`config.mk`:
```
export PLATFORM = sky130hd
export DESIGN_NAME = sudoku_cursor_ctrl
export DESIGN_NICKNAME = d
export VERILOG_FILES = /design/src/rtl/sudoku_cursor_ctrl.sv
export SDC_FILE = /design/constraint.sdc
export NUM_CORES = 1
export LEC_CHECK = 0
export BUFFER_PORTS_ARGS = -buffer_cell sky130_fd_sc_hd__buf_2
export CORE_MARGIN = 1.5
export CORE_UTILIZATION = 35
export CTS_CLUSTER_DIAMETER = 30
export DETAILED_ROUTE_END_ITERATION = 8
export GPL_TIMING_DRIVEN = 0
export PLACE_DENSITY = 0.58
export SLEW_MARGIN = 20
export SYNTH_ARGS = -nofsm -noshare
export SYNTH_HDL_FRONTEND = slang
export SYNTH_SLANG_ARGS = --single-unit
```
`constraint.sdc`:
```
create_clock -name clk -period 2.2 [get_ports clk]
set_input_delay 0.11 -clock clk [delete_from_list [all_inputs] [get_ports clk]]
set_output_delay 0.11 -clock clk [all_outputs]
set_load 0.1 [all_outputs]
```
`src/rtl/sudoku_cursor_ctrl.sv`:
```
// rtl/sudoku_cursor_ctrl.sv - Sudoku grid cursor with hold-to-auto-repeat and select request
//
// Purpose: tracks the selected cell of a GRID x GRID board from conditioned
// button inputs, auto-repeats a held direction, and issues a one-cycle select
// request carrying the pre-move cursor position.
//
// Ports:
//   clk           system clock
//   rst_n         asynchronous active-low reset
//   btn_level     conditioned levels   {center, right, left, down, up}
//   btn_pulse     one-cycle press pulses, same bit order
//   cursor_row    current row, 0 = top
//   cursor_col    current column, 0 = left
//   move_strobe   one-cycle pulse, cursor changed this cycle
//   select_strobe one-cycle pulse, center was pressed
//   sel_row       row latched with select_strobe
//   sel_col       column latched with select_strobe
//   repeat_active high while auto-repeating
module sudoku_cursor_ctrl #(
  parameter int GRID          = 9,
  parameter int HOLD_CYCLES   = 50_000_000,
  parameter int REPEAT_CYCLES = 15_000_000,
  parameter int WRAP          = 1
) (
  input  logic       clk,
  input  logic       rst_n,
  input  logic [4:0] btn_level,
  input  logic [4:0] btn_pulse,
  output logic [3:0] cursor_row,
  output logic [3:0] cursor_col,
  output logic       move_strobe,
  output logic       select_strobe,
  output logic [3:0] sel_row,
  output logic [3:0] sel_col,
  output logic       repeat_active
);

  localparam logic [3:0]  MID       = 4'((GRID - 1) / 2);
  localparam logic [3:0]  LAST      = 4'(GRID - 1);
  localparam logic [31:0] HOLD_LAST = 32'(HOLD_CYCLES - 1);
  localparam logic [31:0] REP_LAST  = 32'(REPEAT_CYCLES - 1);

  typedef enum logic [1:0] {IDLE, HOLD, REPEAT} state_t;

  state_t      state_q, state_d;
  logic [31:0] timer_q, timer_d;
  logic [1:0]  dir_q, dir_d;
  logic [3:0]  row_q, row_d, col_q, col_d;
  logic [3:0]  sel_row_q, sel_row_d, sel_col_q, sel_col_d;
  logic        move_q, move_d, select_q, select_d;

  logic [3:0]  dir_level;
  logic [1:0]  new_dir;
  logic [1:0]  step_dir;
  logic        step_en;
  logic        unused_center_level;

  assign dir_level           = btn_level[3:0];
  assign unused_center_level = btn_level[4];

  // Fixed priority up > down > left > right; losers are simply dropped.
  always_comb begin
    new_dir = 2'd3;
    if (btn_pulse[0])      new_dir = 2'd0;
    else if (btn_pulse[1]) new_dir = 2'd1;
    else if (btn_pulse[2]) new_dir = 2'd2;
  end

  always_comb begin
    state_d   = state_q;
    timer_d   = timer_q;
    dir_d     = dir_q;
    row_d     = row_q;
    col_d     = col_q;
    move_d    = 1'b0;
    select_d  = btn_pulse[4];
    sel_row_d = sel_row_q;
    sel_col_d = sel_col_q;
    step_en   = 1'b0;
    step_dir  = dir_q;

    // Select reports the position seen this cycle, before any move lands.
    if (btn_pulse[4]) begin
      sel_row_d = row_q;
      sel_col_d = col_q;
    end

    // New press beats level drop, which beats timer expiry.
    if (|btn_pulse[3:0]) begin
      step_en  = 1'b1;
      step_dir = new_dir;
      dir_d    = new_dir;
      timer_d  = '0;
      state_d  = HOLD;
    end else if (state_q != IDLE) begin
      if (!dir_level[dir_q]) begin
        state_d = IDLE;
        timer_d = '0;
      end else if (timer_q == ((state_q == HOLD) ? HOLD_LAST : REP_LAST)) begin
        step_en = 1'b1;
        timer_d = '0;
        state_d = REPEAT;
      end else begin
        timer_d = timer_q + 32'd1;
      end
    end

    // With clamping, an edge move is swallowed but the FSM still advanced.
    if (step_en) begin
      case (step_dir)
        2'd0: begin
          if (row_q != 4'd0) begin row_d = row_q - 4'd1; move_d = 1'b1; end
          else if (WRAP != 0) begin row_d = LAST; move_d = 1'b1; end
        end
        2'd1: begin
          if (row_q != LAST) begin row_d = row_q + 4'd1; move_d = 1'b1; end
          else if (WRAP != 0) begin row_d = 4'd0; move_d = 1'b1; end
        end
        2'd2: begin
          if (col_q != 4'd0) begin col_d = col_q - 4'd1; move_d = 1'b1; end
          else if (WRAP != 0) begin col_d = LAST; move_d = 1'b1; end
        end
        default: begin
          if (col_q != LAST) begin col_d = col_q + 4'd1; move_d = 1'b1; end
          else if (WRAP != 0) begin col_d = 4'd0; move_d = 1'b1; end
        end
      endcase
    end
  end

  always_ff @(posedge clk or negedge rst_n) begin
    if (!rst_n) begin
      state_q   <= IDLE;
      timer_q   <= '0;
      dir_q     <= '0;
      row_q     <= MID;
      col_q     <= MID;
      move_q    <= 1'b0;
      select_q  <= 1'b0;
      sel_row_q <= '0;
      sel_col_q <= '0;
    end else begin
      state_q   <= state_d;
      timer_q   <= timer_d;
      dir_q     <= dir_d;
      row_q     <= row_d;
      col_q     <= col_d;
      move_q    <= move_d;
      select_q  <= select_d;
      sel_row_q <= sel_row_d;
      sel_col_q <= sel_col_d;
    end
  end

  assign cursor_row    = row_q;
  assign cursor_col    = col_q;
  assign move_strobe   = move_q;
  assign select_strobe = select_q;
  assign sel_row       = sel_row_q;
  assign sel_col       = sel_col_q;
  assign repeat_active = (state_q == REPEAT);

endmodule

```
==> metrics.csv, run 1 <==
metric,value,unit
holdWs,0.0707,ns
synth.area.top_cells,"dfrtp_1 (42%), nor2_1 (5.7%), xnor2_1 (5.1%), xor2_1 (3.4%), mux2_2 (3.3%)",
nFillCells,866,
design_area,3680,um2
criticalPathCategory,reg -> reg,
cp_common_cell,a21oi_4,
start_kind,flop,
first_iter_violations,90,
fin_skew,0.0140,ns
grt_pass1_wl,11200,um
max_stage_delay,0.50,ns
postSynth.asyncResetShare,100,%
maxCapViolations,0,
tightest_slew,0.688,ns
worst_setup_path_end_kind,flop,
overflow,0,
synth_largest_area_cell,dfrtp_1,
io_buffer_count,28,
drive_gt1_share,27.3,%
leakage,1.52,nW
cp_top_family,simple AND/OR/NAND/NOR gates,
cts_buffers,5,
grt_max_degree,55,
cp_max_fo,6,
synth_cell_types,64,
yosysWarnings,0,
netlist.area_leader.share,42.0,%
slew_headroom,54.1,%
synth_area_per_cell,9.75,um2
path_buf_inv,0,
netlist_area,3100,um2
viasPerCell,5.15,
std_cell_rows,34,
drc,0,
die-width,97.1,um
rsz0062_at_grt,true,
dieArea,9430,um2
crit_required,2.40,ns
drt_first_pass_iters,4,
finalMaxSlewViolations,0,
initial_core_util,35.9,%
io_pins,31,
multi_input_area,1680,um2
dp_cells,454,
regArea,1360,um2
coreArea,8640,um2
synth_seq_area_share,43.7,%
ys_ff_latch,54,
vdd_drop_max,1100,uV
hold_viol_final,0,
cts.sinks,54,
dpl_cell_area,3380,um2
worst_path_max_delay_cell,or4b_4,
n_antenna_cell,0,
synth_edf_count,0,
power_density,1060,nW/um2
area_growth_syn_to_layout,18.8,%
htreeDepth,2,
period_minus_slack,2.16,ns
setup_slack,0.0432,ns
drt_wl_total,6690,um
synthCells,318,
cp.depth,6,
syn_nets,335,
insertion_delay,0.31,ns
final_nets,389,
setup_viol,0,
avgRoutedWirePerCell,13.9,um
total_power,3.88,mW
final_cells,481,
grt_pass1_vias,2394,
finalCritPeriodShare,98.0,%
path_clk_slew,0.10,ns
fmax,464,MHz
vias,2478,
fp.dieH,97.1,um
crit_chain,nand2b_4 -> or4b_4 -> a21oi_4 -> nand3_4 -> a21oi_4 -> mux2_4,
cts_buffer_depth,2,
cts_tree,built,
place_ws,-0.348,ns
arrival,2.36,ns
hp-class,in -> reg,
hpwl,4600,um
drtAntennaViolNets,0,
rr_worst_depth,6,
gp_congestion,0.847,
min_path_cells,2,
grt_usage,14.5,%
synthFlopType,dfrtp_1,
antenna_found_initial,0,
status,completed,
root_buffer,clkbuf_8,
per-layer routing:
layer	global-route usage, %	wire length [um]
met1	19.2	3230
met2	24.5	3210
met3	2.30	190
met4	4.01	56
met5	0	0
registers in the layout, summed over array words and instances, names as in the netlist:
signal / flops
timer_q: 32
sel_col: 4
select_strobe: 1
cursor_col: 4
dir_q: 2
move_strobe: 1
state_q: 2
sel_row: 4
cursor_row: 4
layout by cell type, fill, tap and decap left out, types with 5 or more instances in the layout:
cell and n:
nor2_1 47, xnor2_1 18, o21ai_0 9, mux2_2 9, nand4_1 7, dfrtp_1 49, inv_1 18, buf_2 31
a21oi_1 8, nor3_1 9, xor2_1 12, and3_1 6, buf_4 19, clkbuf_8 6, nand2_1 22, nor4_1 5
nand3_1 11
power breakdown:
part           switching, mW  internal [mW]  total (mW)
logic                   1.51          0.455        1.97
clock network          0.337          0.254       0.591
registers              0.167           1.16        1.33
synthesized netlist by cell type (5+ instances only):
cell type / n
dfrtp_1: 52
nor2_1: 47
nand2_1: 22
inv_1: 18
xnor2_1: 18
nand3_1: 12
xor2_1: 12
mux2_2: 9
nor3_1: 9
o21ai_0: 9
a21oi_1: 8
and3_1: 7
nand4_1: 7
ha_1: 5
nor4_1: 5
stage by stage:
stage / utilization (%) / setup TNS [ns]
2_1_floorplan: - / 0
3_3_place_gp: 39.1 / -4.86
3_5_place_dp: 39.1 / -5.13
4_1_cts: 41.6 / -0.0160
5_1_grt: 42.6 / -0.226
6_report: 42.6 / 0
final cells by class:
cell class,instances,area share (%)
multi-input combinational,237,45.6
sequential,54,36.9
timing repair buffer,48,8.19
tap,108,3.67
clock buffer,6,2.24
inverter,18,1.84
buffer,8,1.26
clock inverter,2,0.340
logic make-up after synthesis:
kind of cell / Yosys count / synth area share [%]
xor gates and xnor gates: 30 / 8.48
adders and majority gates: 5 / 2.02
AOI/OAI and AO/OA: 50 / 11.9
muxes: 15 / 5.85
and+or+nand+nor: 137 / 24.0
buffers and inverters: 27 / 4.04
DFF: 54 / 43.7
final timing paths:
path	start	to	slack (ns)
hold reg to reg	sel_row[1]	sel_row[1]	0.51
max in group asynchronous	rst_n	cursor_row[1]	1.31
hold / removal	btn_pulse[0]	dir_q[0]	0.07
min in group asynchronous	rst_n	timer_q[16]	0.37
setup / recovery	state_q[1]	cursor_col[0]	0.04
setup reg to reg	state_q[1]	cursor_col[0]	0.04
timing repair:
action                     4_1_cts  5_1_grt
hold endpoints to repair        53        0
hold buffers                     2        0
setup endpoints to repair       37       28
resized for setup                6        6
pin swaps                        5        8
setup buffers                    7       11
Note: power is estimated with default switching activity, not from simulation.
==> run 2: changes to the inputs <==
--- a/config.mk
+++ b/config.mk
@@ -10,7 +10,7 @@
 export CORE_UTILIZATION = 35
 export CTS_CLUSTER_DIAMETER = 30
 export DETAILED_ROUTE_END_ITERATION = 8
-export GPL_TIMING_DRIVEN = 0
+export GPL_TIMING_DRIVEN = 1
 export PLACE_DENSITY = 0.58
 export SLEW_MARGIN = 20
 export SYNTH_ARGS = -nofsm -noshare
==> run 2 against run 1 <==
Via count fell by 0.40%. Design area fell by 1.3%. Sequential power hardly changed. Die area unchanged. Wire length is 1.7% lower. Critical endpoint is now cursor_row[0].
==> metrics.csv, run 2 (synthesis results as in run 1) <==
metric,value,unit
worst_path_max_delay_cell,or4b_4,
hp-class,in -> reg,
design_area,3630,um2
fmax,475,MHz
gp_congestion,0.852,
rsz0062_at_grt,false,
path_buf_inv,0,
area_growth_syn_to_layout,17.2,%
grt_usage,14.2,%
finalCritPeriodShare,95.7,%
drtAntennaViolNets,0,
arrival,2.30,ns
n_antenna_cell,0,
fp.dieH,97.1,um
hpwl,4900,um
die-width,97.1,um
whs_endpoint,select_strobe,
final_cells,471,
path_clk_slew,0.10,ns
finalMaxSlewViolations,0,
dieArea,9430,um2
cp_top_family,simple AND/OR/NAND/NOR gates,
top_register,timer_q,
cts_buffers,5,
criticalPathCategory,reg -> reg,
hold_viol_final,0,
min_from,btn_pulse[4],
root_buffer,clkbuf_8,
layout.core_utilization,42.1,%
crit_required,2.40,ns
first_iter_violations,140,
drt_wl_total,6570,um
power_density,1080,nW/um2
status,completed,
grt_pass1_vias,2406,
grt_pass1_wl,11100,um
antenna_found_initial,0,
setup_viol,0,
crit_chain,nand2b_4 -> or4b_4 -> a21oi_4 -> nand4_1 -> and2_4 -> mux2_4,
layout_commonest_cell,dfrtp_1,
vdd_drop_max,1200,uV
leakage,1.49,nW
dpl_cell_area,3480,um2
slew_headroom,58.3,%
coreArea,8640,um2
cts_tree,built,
cp_max_fo,6,
viasPerCell,5.24,
rrSetupSlack,0.1,ns
drt_first_pass_iters,4,
io_buffer_count,29,
worstReg2RegStart,state_q[0],
period_minus_slack,2.10,ns
initial_core_util,35.9,%
worst_setup_path_end_kind,flop,
min_path_cells,1,
cts.sinks,54,
htreeDepth,2,
drive_gt1_share,25.1,%
largest_reg_flops,32,
holdWs,0.0519,ns
r2r-end,cursor_row[0],
start_kind,flop,
io_pins,31,
total_power,3.94,mW
rr_worst_depth,6,
avgRoutedWirePerCell,14.0,um
vias,2468,
setup_slack,0.0951,ns
std_cell_rows,34,
insertion_delay,0.30,ns
final_nets,379,
layout_common_cells,"dfrtp_1 (50), nor2_1 (47), buf_2 (29), nand2_1 (22)",
cts_buffer_depth,2,
dp_cells,462,
overflow,0,
post-cts-setup-buffers,0,
tightest_slew,0.626,ns
max_stage_delay,0.53,ns
grt_max_degree,31,
nFillCells,864,
drc,0,
place_ws,0.0335,ns
fin_skew,0.00602,ns
maxCapViolations,0,
tns,0,ns
-- run 2: layout make-up --
type	count	area [um2]	share of cell area, %
well taps	108	135	3.72
clock buffers	8	110	3.03
inverters	18	67.6	1.86
multi-input cells	237	1650	45.5
flip-flops and latches	54	1360	37.3
repair buffers	46	313	8.61
-- run 2: how the worst max path moves through the flow --
stage / startpoint / end / slack (ns) / cells past startpoint
after floorplan: cursor_col[0] / cursor_col[2] / 0.08 / 7
after global placement: timer_q[16] / cursor_col[0] / 0.05 / 7
after detailed placement: timer_q[0] / cursor_col[1] / 0.03 / 8
after CTS: timer_q[0] / cursor_col[1] / 0.02 / 8
after global routing: timer_q[10] / timer_q[30] / 0.0003 / 7
final: state_q[0] / cursor_row[0] / 0.1 / 6
-- run 2: what timing repair did --
item	in CTS	in global routing
hold buffers	1	0
gates resized for setup	0	6
hold endpoints to repair	23	0
endpoints found under the setup margin	0	32
-- run 2: routing by layer --
metal  global-route usage, %  vias up  wire length (um)
li1                        -     1208                 -
met2                    24.0       44              3200
met4                    2.79        0                28
met1                    19.5     1212              3150
met5                       0        -                 0
met3                    2.23        4               190
-- run 2: power by group --
part	internal, mW	leakage [nW]	switching (mW)
combinational	0.438	0.732	1.51
sequential	1.16	0.703	0.193
clock	0.319	0.0575	0.322
-- run 2: worst register-to-register path, stage by stage, from the launching register on --
cell      delay, ns
dfrtp_1        0.47
nand2b_4       0.10
or4b_4         0.53
a21oi_4        0.23
nand4_1        0.18
and2_4         0.21
mux2_4         0.29
